===== config.mk =====
export PLATFORM = sky130hd
export DESIGN_NAME = branch_pc_sequencer
export DESIGN_NICKNAME = d
export VERILOG_FILES = /design/src/rtl/branch_pc_sequencer.sv
export SDC_FILE = /design/constraint.sdc
export NUM_CORES = 1
export LEC_CHECK = 0
export BUFFER_PORTS_ARGS = -buffer_cell sky130_fd_sc_hd__buf_2
export CAP_MARGIN = 20
export CORE_MARGIN = 2
export CORE_UTILIZATION = 50
export DETAILED_ROUTE_END_ITERATION = 8
export PLACE_DENSITY = 0.76
export SLEW_MARGIN = 20
export SYNTH_ARGS = -nofsm -noshare
export SYNTH_HDL_FRONTEND = slang
export SYNTH_SLANG_ARGS = --single-unit

===== constraint.sdc =====
create_clock -name clk -period 4.9 [get_ports clk]
set_clock_uncertainty 0.1 [all_clocks]
set_input_delay 0.98 -clock clk [delete_from_list [all_inputs] [get_ports clk]]
set_output_delay 0.98 -clock clk [all_outputs]
set_load 0.1 [all_outputs]

===== src/rtl/branch_pc_sequencer.sv =====
// Program-counter and control-flow sequencer for the RISC-V core.
// Holds the PC and resolves JAL, JALR and the six conditional branches.
// A taken jump or branch whose target is not 4-byte aligned redirects to
// TRAP_VECTOR instead, and the faulting PC and target are recorded.
// After a taken redirect the sequencer can idle for a number of bubble cycles.
module branch_pc_sequencer #(
  parameter int              XLEN             = 32,
  parameter logic [XLEN-1:0] RESET_PC         = '0,
  parameter logic [XLEN-1:0] TRAP_VECTOR      = XLEN'('h100),
  parameter int              REDIRECT_BUBBLES = 0,
  parameter int              CNT_W            = 16
) (
  input  logic             clk,
  input  logic             reset,
  input  logic             advance,
  input  logic [31:0]      instr,
  input  logic [XLEN-1:0]  rs1_val,
  input  logic [XLEN-1:0]  rs2_val,
  output logic [XLEN-1:0]  pc,
  output logic             link_we,
  output logic [4:0]       link_rd,
  output logic [XLEN-1:0]  link_value,
  output logic             bubble,
  output logic             trap,
  output logic [XLEN-1:0]  fault_pc,
  output logic [XLEN-1:0]  fault_target,
  output logic [CNT_W-1:0] taken_count
);

  typedef enum logic {RUN, BUBBLE} state_t;

  localparam logic [6:0] OP_JAL    = 7'b1101111;
  localparam logic [6:0] OP_JALR   = 7'b1100111;
  localparam logic [6:0] OP_BRANCH = 7'b1100011;
  localparam logic [1:0] BUB_INIT  = 2'(REDIRECT_BUBBLES);

  state_t          state_q, state_d;
  logic [1:0]      bcnt_q, bcnt_d;
  logic [XLEN-1:0] pc_d, fault_pc_d, fault_target_d;
  logic [CNT_W-1:0] count_d;

  logic [6:0]      opcode;
  logic [2:0]      funct3;
  logic            is_jal, is_jalr, is_branch, is_jump;
  logic [XLEN-1:0] imm_i, imm_b, imm_j;
  logic [XLEN-1:0] target;
  logic            cond, taken, misaligned, run;

  // Field extraction and immediate sign extension.
  assign opcode    = instr[6:0];
  assign funct3    = instr[14:12];
  assign link_rd   = instr[11:7];
  assign is_jal    = (opcode == OP_JAL);
  assign is_jalr   = (opcode == OP_JALR) && (funct3 == 3'b000);
  assign is_branch = (opcode == OP_BRANCH);
  assign is_jump   = is_jal | is_jalr;

  assign imm_i = {{(XLEN-12){instr[31]}}, instr[31:20]};
  assign imm_b = {{(XLEN-13){instr[31]}}, instr[31], instr[7], instr[30:25], instr[11:8], 1'b0};
  assign imm_j = {{(XLEN-21){instr[31]}}, instr[31], instr[19:12], instr[20], instr[30:21], 1'b0};

  // Branch condition selected by funct3; 010/011 are never taken.
  always_comb begin
    // NOTE: every variable assigned in always_comb gets a default first so no latch is inferred.
    cond = 1'b0;
    case (funct3)
      3'b000:  cond = (rs1_val == rs2_val);
      3'b001:  cond = (rs1_val != rs2_val);
      3'b100:  cond = ($signed(rs1_val) <  $signed(rs2_val));
      3'b101:  cond = ($signed(rs1_val) >= $signed(rs2_val));
      3'b110:  cond = (rs1_val <  rs2_val);
      3'b111:  cond = (rs1_val >= rs2_val);
      default: cond = 1'b0;
    endcase
  end

  // Redirect target; JALR clears bit 0 of its sum, all sums wrap.
  always_comb begin
    target = pc + (is_jal ? imm_j : imm_b);
    if (is_jalr) begin
      target = (rs1_val + imm_i) & {{(XLEN-1){1'b1}}, 1'b0};
    end
  end

  assign taken      = is_jump | (is_branch & cond);
  assign misaligned = taken & (target[1:0] != 2'b00);
  assign run        = (state_q == RUN);

  assign link_value = pc + XLEN'(4);
  assign link_we    = run & advance & is_jump & (link_rd != 5'd0) & ~misaligned;
  assign trap       = run & advance & misaligned;
  assign bubble     = (state_q == BUBBLE);

  // Next-state logic: PC update, trap capture, redirect counting, bubble countdown.
  always_comb begin
    state_d        = state_q;
    bcnt_d         = bcnt_q;
    pc_d           = pc;
    fault_pc_d     = fault_pc;
    fault_target_d = fault_target;
    count_d        = taken_count;
    if (state_q == BUBBLE) begin
      bcnt_d = bcnt_q - 2'd1;
      if (bcnt_q == 2'd1) begin
        state_d = RUN;
      end
    end else if (advance) begin
      if (misaligned) begin
        pc_d           = TRAP_VECTOR;
        fault_pc_d     = pc;
        fault_target_d = target;
      end else if (taken) begin
        pc_d = target;
        if (taken_count != '1) begin
          count_d = taken_count + CNT_W'(1);
        end
        if (REDIRECT_BUBBLES > 0) begin
          state_d = BUBBLE;
          bcnt_d  = BUB_INIT;
        end
      end else begin
        pc_d = link_value;
      end
    end
  end

  // State register with asynchronous reset.
  always_ff @(posedge clk or posedge reset) begin
    if (reset) begin
      state_q      <= RUN;
      bcnt_q       <= 2'd0;
      pc           <= RESET_PC;
      fault_pc     <= '0;
      fault_target <= '0;
      taken_count  <= '0;
    end else begin
      // NOTE: non-blocking assignments so all registers update from pre-edge values.
      state_q      <= state_d;
      bcnt_q       <= bcnt_d;
      pc           <= pc_d;
      fault_pc     <= fault_pc_d;
      fault_target <= fault_target_d;
      taken_count  <= count_d;
    end
  end

endmodule


### Word level (Yosys, flattened, before mapping)

Cells that the tools add are included.

* output and inout bits: 152
* input port bits: 99
* register bits after elaboration: 115
* word-level logic and storage cells: 52

* magnitude comparators: 4
* bitwise gates (word level): 11
* reductions and logical operators: 7
* eq/ne operators: 12
* mux-type cells: 7
* add/subtract/negate cells: 5

Operator list (count)
* $mux 32: 3
* $add 32x32->32: 2
* $ge 32x32->1: 2
* $lt 32x32->1: 2
* $add 32x3->32 const B: 1
* $eq 32x32->1: 1
* $ne 32x32->1: 1
* $eq 7x7->1 const B: 3
* $mux 20: 1
* $add 16x1->16 const B: 1
* $ne 16x16->1 const B: 1
* $eq 3x3->1 const B: 4
* $and 1x1->1: 7
* $pmux 1 s6: 1
* $reduce_and 5->1: 1
* $reduce_bool 5->1: 1
* $eq 3x1->1 const B: 1
* $logic_not 3->1: 1
* $reduce_and 3->1: 1
* $eq 2x1->1 const B: 1
* $mux 1: 2
* $not 1->1: 2
* $or 1x1->1: 2
* $reduce_and 2->1: 1
* other kinds (3): 3

### Longest topological paths before layout

* depth in word-level cells: 8
* gate-level depth with buffers: 20
* depth with buffers taken out: 18

### Worst setup path before layout

OpenSTA, ideal clock, no wires.

* path kind: input port to output port
* from: input port instr[6]
* to: output port link_we
* data required time: 3820 ps
* buffers on the path: 1
* stages: 9
* data arrival time: 4874 ps
* path slack: -1054 ps
* path through: nor2b_1 > and4_1 > and3_1 > clkbuf_1 > mux2_2 > ha_1 > nor3_1 > nor2_1 > nor3_1

* cells in the longest elaborated chain, start to end: 8
* elaborated cells between the ends (all ways): 16
* classes of those cells: 1 x add/sub; 3 x eq/ne; 2 x mux; 8 x bitwise; 2 x reduce/logical

RTL lines
* from (decl): RTL line 16 `input logic [31:0] instr,`
* $eq 7x7->1: RTL line 53 `assign is_jal = (opcode == OP_JAL);`
* $mux 20: RTL line 79 `target = pc + (is_jal ? imm_j : imm_b);`
* $add 32x32->32: RTL line 79
* $mux 32: RTL line 80 `if (is_jalr) begin`
* $reduce_bool 2->1: RTL line 86 `assign misaligned = taken & (target[1:0] != 2'b00);`
* $and 1x1->1: RTL line 86
* $not 1->1 (no line)
* $and 1x1->1 *: RTL line 90 `assign link_we = run & advance & is_jump & (link_rd != 5'd0) & ~misaligned;`
* to (decl): RTL line 20 `output logic link_we,`

Mark *: on every way between the ends. The rest lies on a longest branch, timed or not.

### Worst setup path after layout

* from: input port rs1_val[31]
* to: output port trap

* cells in the longest elaborated chain, start to end: 6
* elaborated cells between the ends (all ways): 11
* classes of those cells: 4 x order compare; 2 x eq/ne; 1 x mux; 4 x bitwise

RTL lines
* from (decl): RTL line 17 `input logic [XLEN-1:0] rs1_val,`
* $ge 32x32->1, or another cell as far along: RTL line 72 `3'b111: cond = (rs1_val >= rs2_val);`
* $pmux 1 s6 *: RTL line 66 `case (funct3)`
* $and 1x1->1 *: RTL line 85 `assign taken = is_jump | (is_branch & cond);`
* $or 1x1->1 *: RTL line 85
* $and 1x1->1 *: RTL line 86
* $and 1x1->1 *: RTL line 91 `assign trap = run & advance & misaligned;`
* to (decl): RTL line 24 `output logic trap,`

Marked as above.

==> impl_metrics.env <==
export IMPL_dp_cells=1671
export IMPL_syn_area_um2=9904
export IMPL_drt_pre_antenna_iters=5
export IMPL_hold_class="reg -> reg"
export IMPL_synth_edf_count=0
export IMPL_synthCells=1155
export IMPL_max_vdd_ir_drop_mv=0.4208
export IMPL_start_util=0.5089
export IMPL_rsz0062_at_grt="no"
export IMPL_crit_arrival_ns=3.64
export IMPL_crit_required_ns=3.82
export IMPL_cts_buffer_depth=2
export IMPL_num_antenna_cells=0
export IMPL_netlist_area_leader_share=0.2906
export IMPL_synth_seq_cells=115
export IMPL_drt_iter0_markers=745
export IMPL_rows=51
export IMPL_cts_buffers=17
export IMPL_crit_chain="buf_2 > ha_1 > nand4_1 > nor4_1 > buf_4 > nand2b_1 > o211a_1 > nor4_1 > o2111ai_1 > o211a_1 > nand3_4 > inv_1 > buf_12"
export IMPL_slowest_stage="ha_1"
export IMPL_holdWs_ns=0.3767
export IMPL_hpwl_um=24630
export IMPL_h_tree_depth=4
export IMPL_synth_warnings=0
export IMPL_p_per_area_nw_per_um2=449.2
export IMPL_layout_common_cells="buf_2, dfrtp_1, nand2_1, ha_1, a21oi_1"
export IMPL_cts_sinks=115
export IMPL_grt_max_degree=84
export IMPL_gr_total_overflow=0
export IMPL_drc=0
export IMPL_fmax_mhz=211.9
export IMPL_viasPerCell=5.849
export IMPL_start_kind="input pin"
export IMPL_grt_pass1_wl_um=49310
export IMPL_wl_per_cell_um=18.50
export IMPL_criticalPathCategory="in -> out"
export IMPL_min_period_ns=4.720
export IMPL_insertion_delay_ns=0.42
export IMPL_io_pins=251
export IMPL_crit_path_max_fanout=4
export IMPL_wl_um=31510
export IMPL_slew_limit_headroom=0.4971
export IMPL_port_buffers=250
export IMPL_whs_endpoint="fault_target[4]"
export IMPL_drv_slew=0
export IMPL_setup_viol=0
export IMPL_fin_nets=1621
export IMPL_gp_congestion=0.9399
export IMPL_cpPeakStageDelay_ns=0.40
export IMPL_finalNonFillerCells=1703
export IMPL_synth_largest_area_cell="dfrtp_1"
export IMPL_leakage_uw=0.006615
export IMPL_die_w_um=144.7
export IMPL_syn_num_nets=1351
export IMPL_avgSynthCellArea_um2=8.575
export IMPL_drv_cap=0
export IMPL_tightest_slew_ns=0.7510
export IMPL_status="finished, final reports clean"
export IMPL_path_clk_slew_ns=0.06
export IMPL_grt_pass1_vias=9384
export IMPL_ys_types=77
export IMPL_layout_commonest_cell="buf_2"
export IMPL_timing_rr_start="pc[2]"
export IMPL_hold_viol_final=0
export IMPL_drtAntennaViolNets=0
export IMPL_antenna_found_initial=2
export IMPL_num_vias=9961
export IMPL_async_flop_share=1.000
export IMPL_finalSetupTns_ns=0
export IMPL_whs_path_depth=2
export IMPL_ys_seq_area_frac=0.2906
export IMPL_r2r_end="pc[29]"
export IMPL_cts_tree="done"
export IMPL_die_area_um2=20950
export IMPL_ys_flop_type="dfrtp_1"
export IMPL_drive_above_1_share=0.2872
export IMPL_min_period_over_period=0.9632
export IMPL_final_core_utilization=0.6354
export IMPL_core_region_area_um2=19460
export IMPL_r2r_cells=13
export IMPL_hp_start="fault_target[4]"
export IMPL_die_h_um=144.7
export IMPL_reg2reg_slack_ns=1.29
export IMPL_clockRootBuffer="clkbuf_16"
export IMPL_critPathCaptureType="output pin"
export IMPL_cp_startpoint="rs1_val[31]"
export IMPL_synthToLayoutAreaGrowth_pct=24.85
export IMPL_grt_total_usage=0.3030
export IMPL_yosys_top_cells_area="dfrtp_1, ha_1, mux2_2"
==> repair_timing <==
action | in CTS | in global routing
gates resized for setup | 0 | 4
endpoints found under the setup margin | 0 | 3
hold buffers | 0 | 0
buffers inserted | 0 | 0
==> synth_stat cells, drive strengths merged (21+ instances only) <==
library cell	count
a21o	57
xnor2	54
nor2	63
nand4	27
o21ai	86
xor2	37
ha	95
clkbuf	39
nand3	36
a21oi	85
and3	21
mux2	45
dfrtp	115
inv	67
nand2	105
==> worst max-delay path by stage <==
| stage | cells after the start | slack (ns) | to |
|---|---|---|---|
| 3_3_place_gp | 18 | -0.18 | pc[29] |
| 3_5_place_dp | 18 | -0.25 | pc[29] |
| 4_1_cts | 18 | 0.15 | pc[29] |
| 6_report | 13 | 0.18 | trap |
| 5_1_grt | 19 | 0.01 | pc[29] |
| 2_1_floorplan | 18 | -0.13 | pc[29] |
==> power breakdown <==
group,switching [uW],leakage [uW],total [uW],internal [uW]
registers,154,0.00152,1230,1080
logic,2350,0.00482,3120,765
clock network,501,0.000271,1200,702
==> critical path, delay by kind of cell <==
family | cells | cell delay (ns)
compound gates | 3 | 0.73
fa+ha+maj | 1 | 0.40
buf+inv | 4 | 0.72
simple gates | 5 | 0.82
==> per-layer routing <==
metal	track usage	wire [um]	vias up
met1	0.4080	13200	4663
met5	0	7	-
li1	-	-	4748
met4	0.09504	777	2
met2	0.4737	14120	480
met3	0.08391	3398	68
==> metrics by stage <==
step | power [uW] | setup slack (ns) | instance area [um^2]
final | 5555 | 0.1801 | 12370
after global routing | 5809 | 0.01459 | 12370
after CTS | 5542 | 0.1503 | 12360
after detailed placement | 4331 | -0.2522 | 11800
after global placement | 4294 | -0.1803 | 11800
after floorplan | 3653 | -0.1341 | 9998
==> cell type report <==
type | instances | area [um^2]
Multi-Input combinational cell | 922 | 6659
Clock buffer | 18 | 429.2
Inverter | 67 | 254.0
Sequential cell | 115 | 2878
Tap cell | 265 | 331.6
Fill cell | 1699 | 7097
Clock inverter | 14 | 130.1
Timing Repair Buffer | 302 | 1684
==> kinds of logic (layout without fill, tap and decap cells) <==
logic type,Yosys count,count (layout),synth area share
multiplexers,48,48,0.05419
XOR/XNOR,91,91,0.08047
buffers and inverters,118,401,0.04775
flip-flops,115,115,0.2906
AO/OA/AOI/OAI,349,349,0.2329
AND/OR/NAND/NOR,337,337,0.1700
adder cells (fa/ha/maj),97,97,0.1241
==> state kept, by name, summed over array words and instances (netlist names) <==
name          cells
bcnt_q            2
bubble            1
fault_pc         32
fault_target     32
pc               32
taken_count      16
Power figures use the tool's default switching activity.
